### src/rtl/antirrebote_botones_pkg.sv
// Shared definitions for the push-button debouncer.
// - Default timing constants (50 MHz system clock).
// - Per-channel FSM state encoding.
// - Counter width helper.
package antirrebote_botones_pkg;

  // 10 ms of stable level at 50 MHz.
  localparam int unsigned CICLOS_ESTABLE_DEF  = 500000;
  // 500 ms from the press pulse to the first auto-repeat pulse.
  localparam int unsigned RETARDO_REPETIR_DEF = 25000000;
  // 200 ms between subsequent auto-repeat pulses.
  localparam int unsigned PERIODO_REPETIR_DEF = 10000000;
  // Auto-repeat is off unless a build asks for it.
  localparam int unsigned REPETIR_EN_DEF      = 0;

  typedef enum logic [1:0] {
    Suelto        = 2'd0,
    ValidaPresion = 2'd1,
    Presionado    = 2'd2,
    ValidaSuelta  = 2'd3
  } estado_e;

  // Counter width: $clog2 of the largest timing constant, at least one bit.
  function automatic int unsigned ancho_contador(input int unsigned a,
                                                 input int unsigned b,
                                                 input int unsigned c);
    int unsigned m;
    m = a;
    if (b > m) m = b;
    if (c > m) m = c;
    return (m < 2) ? 1 : $clog2(m);
  endfunction

endpackage

### src/rtl/antirrebote_canal.sv
// One debounced push-button channel.
// Two-flop synchroniser, four-state validation FSM, stability counter and
// optional auto-repeat counter. The pulse request is combinational and is
// registered by the top level together with the arbitration.
//   clk      system clock, rising edge
//   reset    synchronous, active-high
//   boton_in raw asynchronous button level, 1 = pressed
//   pulso    one-cycle request: press accepted or auto-repeat due
module antirrebote_canal
  import antirrebote_botones_pkg::*;
#(
  parameter int unsigned CICLOS_ESTABLE  = CICLOS_ESTABLE_DEF,
  parameter int unsigned RETARDO_REPETIR = RETARDO_REPETIR_DEF,
  parameter int unsigned PERIODO_REPETIR = PERIODO_REPETIR_DEF,
  parameter int unsigned REPETIR_EN      = REPETIR_EN_DEF,
  parameter int unsigned ANCHO           =
    ancho_contador(CICLOS_ESTABLE, RETARDO_REPETIR, PERIODO_REPETIR)
) (
  input  logic clk,
  input  logic reset,
  input  logic boton_in,
  output logic pulso
);

  localparam logic [ANCHO-1:0] FIN_ESTABLE = ANCHO'(CICLOS_ESTABLE - 1);
  localparam logic [ANCHO-1:0] FIN_RETARDO = ANCHO'(RETARDO_REPETIR - 1);
  localparam logic [ANCHO-1:0] FIN_PERIODO = ANCHO'(PERIODO_REPETIR - 1);
  localparam logic [ANCHO-1:0] CNT_MAX     = '1;
  localparam logic [ANCHO-1:0] UNO         = ANCHO'(1);

  logic             sinc1_q, sinc2_q;
  estado_e          estado_q, estado_d;
  logic [ANCHO-1:0] cnt_q, cnt_d;
  logic [ANCHO-1:0] rep_q, rep_d;
  // Set once the first auto-repeat has fired; selects delay vs. period.
  logic             repetido_q, repetido_d;

  always_ff @(posedge clk) begin
    if (reset) begin
      sinc1_q    <= 1'b0;
      sinc2_q    <= 1'b0;
      estado_q   <= Suelto;
      cnt_q      <= '0;
      rep_q      <= '0;
      repetido_q <= 1'b0;
    end else begin
      sinc1_q    <= boton_in;
      sinc2_q    <= sinc1_q;
      estado_q   <= estado_d;
      cnt_q      <= cnt_d;
      rep_q      <= rep_d;
      repetido_q <= repetido_d;
    end
  end

  always_comb begin
    estado_d   = estado_q;
    cnt_d      = cnt_q;
    rep_d      = rep_q;
    repetido_d = repetido_q;
    pulso      = 1'b0;
    unique case (estado_q)
      Suelto: begin
        if (sinc2_q) begin
          estado_d = ValidaPresion;
          cnt_d    = '0;
        end
      end
      ValidaPresion: begin
        if (!sinc2_q) begin
          estado_d = Suelto;
          cnt_d    = '0;
        end else if (cnt_q >= FIN_ESTABLE) begin
          estado_d   = Presionado;
          cnt_d      = '0;
          rep_d      = '0;
          repetido_d = 1'b0;
          pulso      = 1'b1;
        end else begin
          cnt_d = cnt_q + UNO;
        end
      end
      Presionado: begin
        if (!sinc2_q) begin
          // Repeat counter is left untouched so it resumes after a bounce.
          estado_d = ValidaSuelta;
          cnt_d    = '0;
        end else if (REPETIR_EN != 0) begin
          if ((!repetido_q && rep_q >= FIN_RETARDO) ||
              (repetido_q && rep_q >= FIN_PERIODO)) begin
            pulso      = 1'b1;
            rep_d      = '0;
            repetido_d = 1'b1;
          end else if (rep_q != CNT_MAX) begin
            rep_d = rep_q + UNO;
          end
        end
      end
      ValidaSuelta: begin
        if (sinc2_q) begin
          estado_d = Presionado;
          cnt_d    = '0;
        end else if (cnt_q >= FIN_ESTABLE) begin
          estado_d = Suelto;
          cnt_d    = '0;
        end else begin
          cnt_d = cnt_q + UNO;
        end
      end
      default: begin
        estado_d = Suelto;
        cnt_d    = '0;
      end
    endcase
  end

endmodule

### src/rtl/antirrebote_botones.sv
// Debouncer for the left/right page buttons.
// Two identical channels; this level only arbitrates simultaneous requests
// and registers the outputs.
//   clk                 system clock, rising edge
//   reset               synchronous, active-high
//   boton_izquierda_in  raw left button level, 1 = pressed
//   boton_derecha_in    raw right button level, 1 = pressed
//   boton_izquierda     one-cycle pulse per accepted left press/repeat
//   boton_derecha       one-cycle pulse per accepted right press/repeat
module antirrebote_botones
  import antirrebote_botones_pkg::*;
#(
  parameter int unsigned CICLOS_ESTABLE  = CICLOS_ESTABLE_DEF,
  parameter int unsigned RETARDO_REPETIR = RETARDO_REPETIR_DEF,
  parameter int unsigned PERIODO_REPETIR = PERIODO_REPETIR_DEF,
  parameter int unsigned REPETIR_EN      = REPETIR_EN_DEF
) (
  input  logic clk,
  input  logic reset,
  input  logic boton_izquierda_in,
  input  logic boton_derecha_in,
  output logic boton_izquierda,
  output logic boton_derecha
);

  logic pulso_izq, pulso_der;

  antirrebote_canal #(
    .CICLOS_ESTABLE (CICLOS_ESTABLE),
    .RETARDO_REPETIR(RETARDO_REPETIR),
    .PERIODO_REPETIR(PERIODO_REPETIR),
    .REPETIR_EN     (REPETIR_EN)
  ) u_canal_izq (
    .clk     (clk),
    .reset   (reset),
    .boton_in(boton_izquierda_in),
    .pulso   (pulso_izq)
  );

  antirrebote_canal #(
    .CICLOS_ESTABLE (CICLOS_ESTABLE),
    .RETARDO_REPETIR(RETARDO_REPETIR),
    .PERIODO_REPETIR(PERIODO_REPETIR),
    .REPETIR_EN     (REPETIR_EN)
  ) u_canal_der (
    .clk     (clk),
    .reset   (reset),
    .boton_in(boton_derecha_in),
    .pulso   (pulso_der)
  );

  // Simultaneous requests are ambiguous and dropped, not deferred. The
  // self-mask keeps an output from ever being high two cycles in a row.
  always_ff @(posedge clk) begin
    if (reset) begin
      boton_izquierda <= 1'b0;
      boton_derecha   <= 1'b0;
    end else begin
      boton_izquierda <= pulso_izq & ~pulso_der & ~boton_izquierda;
      boton_derecha   <= pulso_der & ~pulso_izq & ~boton_derecha;
    end
  end

endmodule

### config.mk
export PLATFORM = sky130hd
export DESIGN_NAME = antirrebote_botones
export DESIGN_NICKNAME = d
export VERILOG_FILES = /design/src/rtl/antirrebote_botones_pkg.sv /design/src/rtl/antirrebote_canal.sv /design/src/rtl/antirrebote_botones.sv
export SDC_FILE = /design/constraint.sdc
export NUM_CORES = 1
export LEC_CHECK = 0
export CORE_ASPECT_RATIO = 0.7
export CORE_MARGIN = 2
export CORE_UTILIZATION = 64
export CTS_BUF_LIST = sky130_fd_sc_hd__clkbuf_4
export CTS_CLUSTER_DIAMETER = 200
export DETAILED_ROUTE_END_ITERATION = 10
export PLACE_DENSITY = 0.82
export SLEW_MARGIN = 20
export SYNTH_ARGS = -nofsm -noshare
export SYNTH_HDL_FRONTEND = slang
export SYNTH_SLANG_ARGS = --single-unit
export TNS_END_PERCENT = 10
### constraint.sdc
create_clock -name clk -period 2.51 [get_ports clk]
set_input_delay 0.3765 -clock clk [delete_from_list [all_inputs] [get_ports clk]]
set_output_delay 0.3765 -clock clk [all_outputs]
set_load 0.01 [all_outputs]
==> impl_metrics.tcl <==
set metrics [dict create \
    setup_tns_ns 0 \
    synth.most_common_cell "dfxtp_1" \
    first_pass_iters 4 \
    synth.area.mux_share_pct 0.708 \
    setup_viol 0 \
    grt_pass1_wl_um 9620 \
    dp_hpwl_um 4110 \
    crit_required_ns 2.82 \
    hold_path_class "register to register" \
    yosysWarnings 0 \
    r2r_slack_ns 0.44 \
    synth_fa_ha_area_share_pct 0.885 \
    outcome "finished, final reports clean" \
    yosysSeqAreaShare_pct 42.5 \
    synth_xor_xnor_area_share_pct 9.60 \
    gr-usage-met3_pct 7.52 \
    dr_total_vias 2448 \
    nFillCells 356 \
    htree_levels 3 \
    worst_setup_path_end_kind "register" \
    grt_busiest_layer "met2" \
    syn_area_mm2 0.00283 \
    power_w 0.00164 \
    hold_viol 0 \
    yosysTopAreaCell "dfxtp_1" \
    final_max_slew_viol_count 0 \
    drc 0 \
    grt_use_met2_pct 35.3 \
    syn2layout_area_growth_pct 9.38 \
    worstHoldEndpoint "boton_derecha" \
    relSlewSlack_pct 56.7 \
    reg2regPathDepth 5 \
    skew_ns 0.0125 \
    tritoncts "built" \
    num_antenna_cells 0 \
    drt-initial-drc-count 153 \
    drv_cap 0 \
    cts.repair.resized 0 \
    worstHoldStart "boton_derecha" \
    ys.flop_type "dfxtp_1" \
    dieWidth_um 83.4 \
    track_usage_pct 24.4 \
    layout-drive-gt1-share_pct 7.71 \
    post_cts_buffers 0 \
    synth_top_family_by_area "simple AND/OR/NAND/NOR gates" \
    period_share_pct 82.3 \
    io_pins 6 \
    via_per_inst 5.86 \
    wl_per_cell_um 13.7 \
    start_util_pct 65.7 \
    reg2reg_from "u_canal_der.cnt_q[3]" \
    postSynthAreaPerCell_um2 8.20 \
    min_period_ns 2.07 \
    cts.hold.buffers_added 0 \
    stdcell_count 418 \
    grt_setup_unrepaired "false" \
    grt_max_degree 22 \
    min_path_cells 1 \
    final_nets 364 \
    synth-simple-area-share_pct 31.9 \
    p_per_area_mw_per_mm2 532 \
    gp_congestion 0.819 \
    fp.dieH_um 59.6 \
    critical_path_peak_fanout 10 \
    clock_latency_ns 0.37 \
    grt_pass1_vias 2153 \
    grt-ovfl-total 0 \
    r2r_end "u_canal_der.cnt_q[23]" \
    final_antenna_net_count 0 \
    vdd_ir_drop_max_mv 0.444 \
    ys_async_sr_fraction_pct 0 \
    numPortBuffers 5 \
    dp.cells 402 \
    synth-edff-count 0 \
    max_slew.worst_pin.slew_ns 0.646 \
    cp-start-kind "register" \
    dieArea_mm2 0.00497 \
    syn-instance-count 345 \
    cts.path.max_buffers 2 \
    synth_fp_nets 351 \
    arrival_ns 2.38 \
    synth_cell_type_count 40 \
    root_buffer "clkbuf_4" \
    synth_top_area_share_pct 42.5 \
    ys_ff_latch 60 \
    cts_buffers 9 \
    met1_usage_pct 34.7 \
    antenna_found_initial 0 \
    critPathKind "register to register" \
    ys_top_cells_by_count "60 x dfxtp_1, 56 x nor2_1, 34 x nand2_1" \
    core_area_mm2 0.00430 \
    timing.fmax_mhz 484 \
    synthTopCellsByArea "dfxtp_1 42%, xnor2_1 8.4%, nor2_1 7.4%" \
    row_count 20 \
    wirelength_um 5710 \
    clk_pin_slew_ns 0.10 \
    synth_compound_area_share_pct 11.1 \
    p_leak_nw 0.977 \
    clock-sinks 60 \
]
## layer usage
| layer | share of wire (%) | up-vias |
|---|---|---|
| li1 | - | 1247 |
| met1 | 50 | 1103 |
| met2 | 40 | 92 |
| met3 | 8.6 | 6 |
| met4 | 0.70 | 0 |
| met5 | 0 | - |
## critical path, stage by stage (launching register included)
cell and delay, ns:
dfxtp_1 0.41, nand3_2 0.11, or4_4 0.59, or3_1 0.35, or4_1 0.41, a21oi_1 0.14
## worst max path at each step
stage / startpoint / endpoint / slack [ns] / depth (start not counted)
6_report: u_canal_der.cnt_q[3] / u_canal_der.cnt_q[23] / 0.44 / 5
5_1_grt: u_canal_der.cnt_q[19] / u_canal_der.cnt_q[15] / 0.27 / 7
4_1_cts: u_canal_der.cnt_q[8] / u_canal_der.cnt_q[23] / 0.45 / 5
3_5_place_dp: u_canal_der.cnt_q[3] / u_canal_der.cnt_q[23] / 0.47 / 5
3_3_place_gp: u_canal_der.cnt_q[8] / u_canal_der.cnt_q[23] / 0.52 / 5
2_1_floorplan: u_canal_der.cnt_q[3] / u_canal_der.cnt_q[23] / 0.51 / 6
## kinds of logic after synthesis
group,Yosys count
AOI/OAI and AO/OA,47
xor gates and xnor gates,31
adders and majority gates,2
buffers and inverters,23
DFF,60
muxes,2
and+or+nand+nor,180
## per-stage QoR
stage,setup WS (ns),instance area (um2),util [%],hold slack (ns)
floorplan,0.505,2830,-,0.414
global placement,0.516,2960,68.8,0.417
detailed placement,0.466,2960,68.8,0.416
CTS,0.455,3090,71.9,0.443
global route,0.266,3090,71.9,0.468
finish,0.445,3090,71.9,0.438
## power by group
part	leakage [nW]	internal (W)	switching (W)
Sequential	0.484	0.000956	0.00000373
Combinational	0.422	0.0000163	0.0000339
Clock	0.0712	0.000306	0.000330
## flip-flops by register name (all words and copies together) (netlist names), named ones only
register and cells:
boton_derecha 1, boton_izquierda 1, u_canal_der.cnt_q 25, u_canal_izq.sinc2_q 1, u_canal_izq.sinc1_q 1, u_canal_izq.cnt_q 25
u_canal_der.sinc2_q 1, u_canal_izq.estado_q 1, u_canal_der.estado_q 1, u_canal_der.sinc1_q 1
## layout make-up
class	instances	area (um2)	share of cell area, %
clock buffers	10	75.1	2.43
clock inverters	6	55.1	1.78
inverters	11	41.3	1.33
multi-input cells	262	1530	49.6
flip-flops and latches	60	1200	38.8
well taps	55	68.8	2.22
repair buffers	14	118	3.80
## cells in the final DEF (no fill, tap or decap), types with 2 or more instances in the layout
| cell type | instances |
|---|---|
| o2111ai_1 | 7 |
| xnor2_1 | 27 |
| and4_1 | 3 |
| o21ai_1 | 2 |
| clkdlybuf4s50_1 | 5 |
| a31oi_1 | 8 |
| nand2b_1 | 2 |
| clkinv_1 | 2 |
| or4_1 | 2 |
| or3_1 | 3 |
| nor2b_1 | 6 |
| nand2_1 | 34 |
| ha_1 | 2 |
| o21a_1 | 2 |
| inv_1 | 11 |
| nand4b_1 | 3 |
| nor3_1 | 15 |
| xor2_1 | 4 |
| and3_1 | 11 |
| and2_1 | 4 |
| nand3_1 | 13 |
| buf_4 | 9 |
| o211ai_1 | 4 |
| nand3b_1 | 3 |
| nor4_1 | 17 |
| dfxtp_1 | 60 |
| clkbuf_4 | 10 |
| nand4_1 | 4 |
| nor2_1 | 56 |
| a21oi_1 | 13 |
| o21ai_0 | 5 |
| mux2i_1 | 2 |
| clkinv_2 | 2 |
Note: power is estimated with default switching activity, not from simulation.
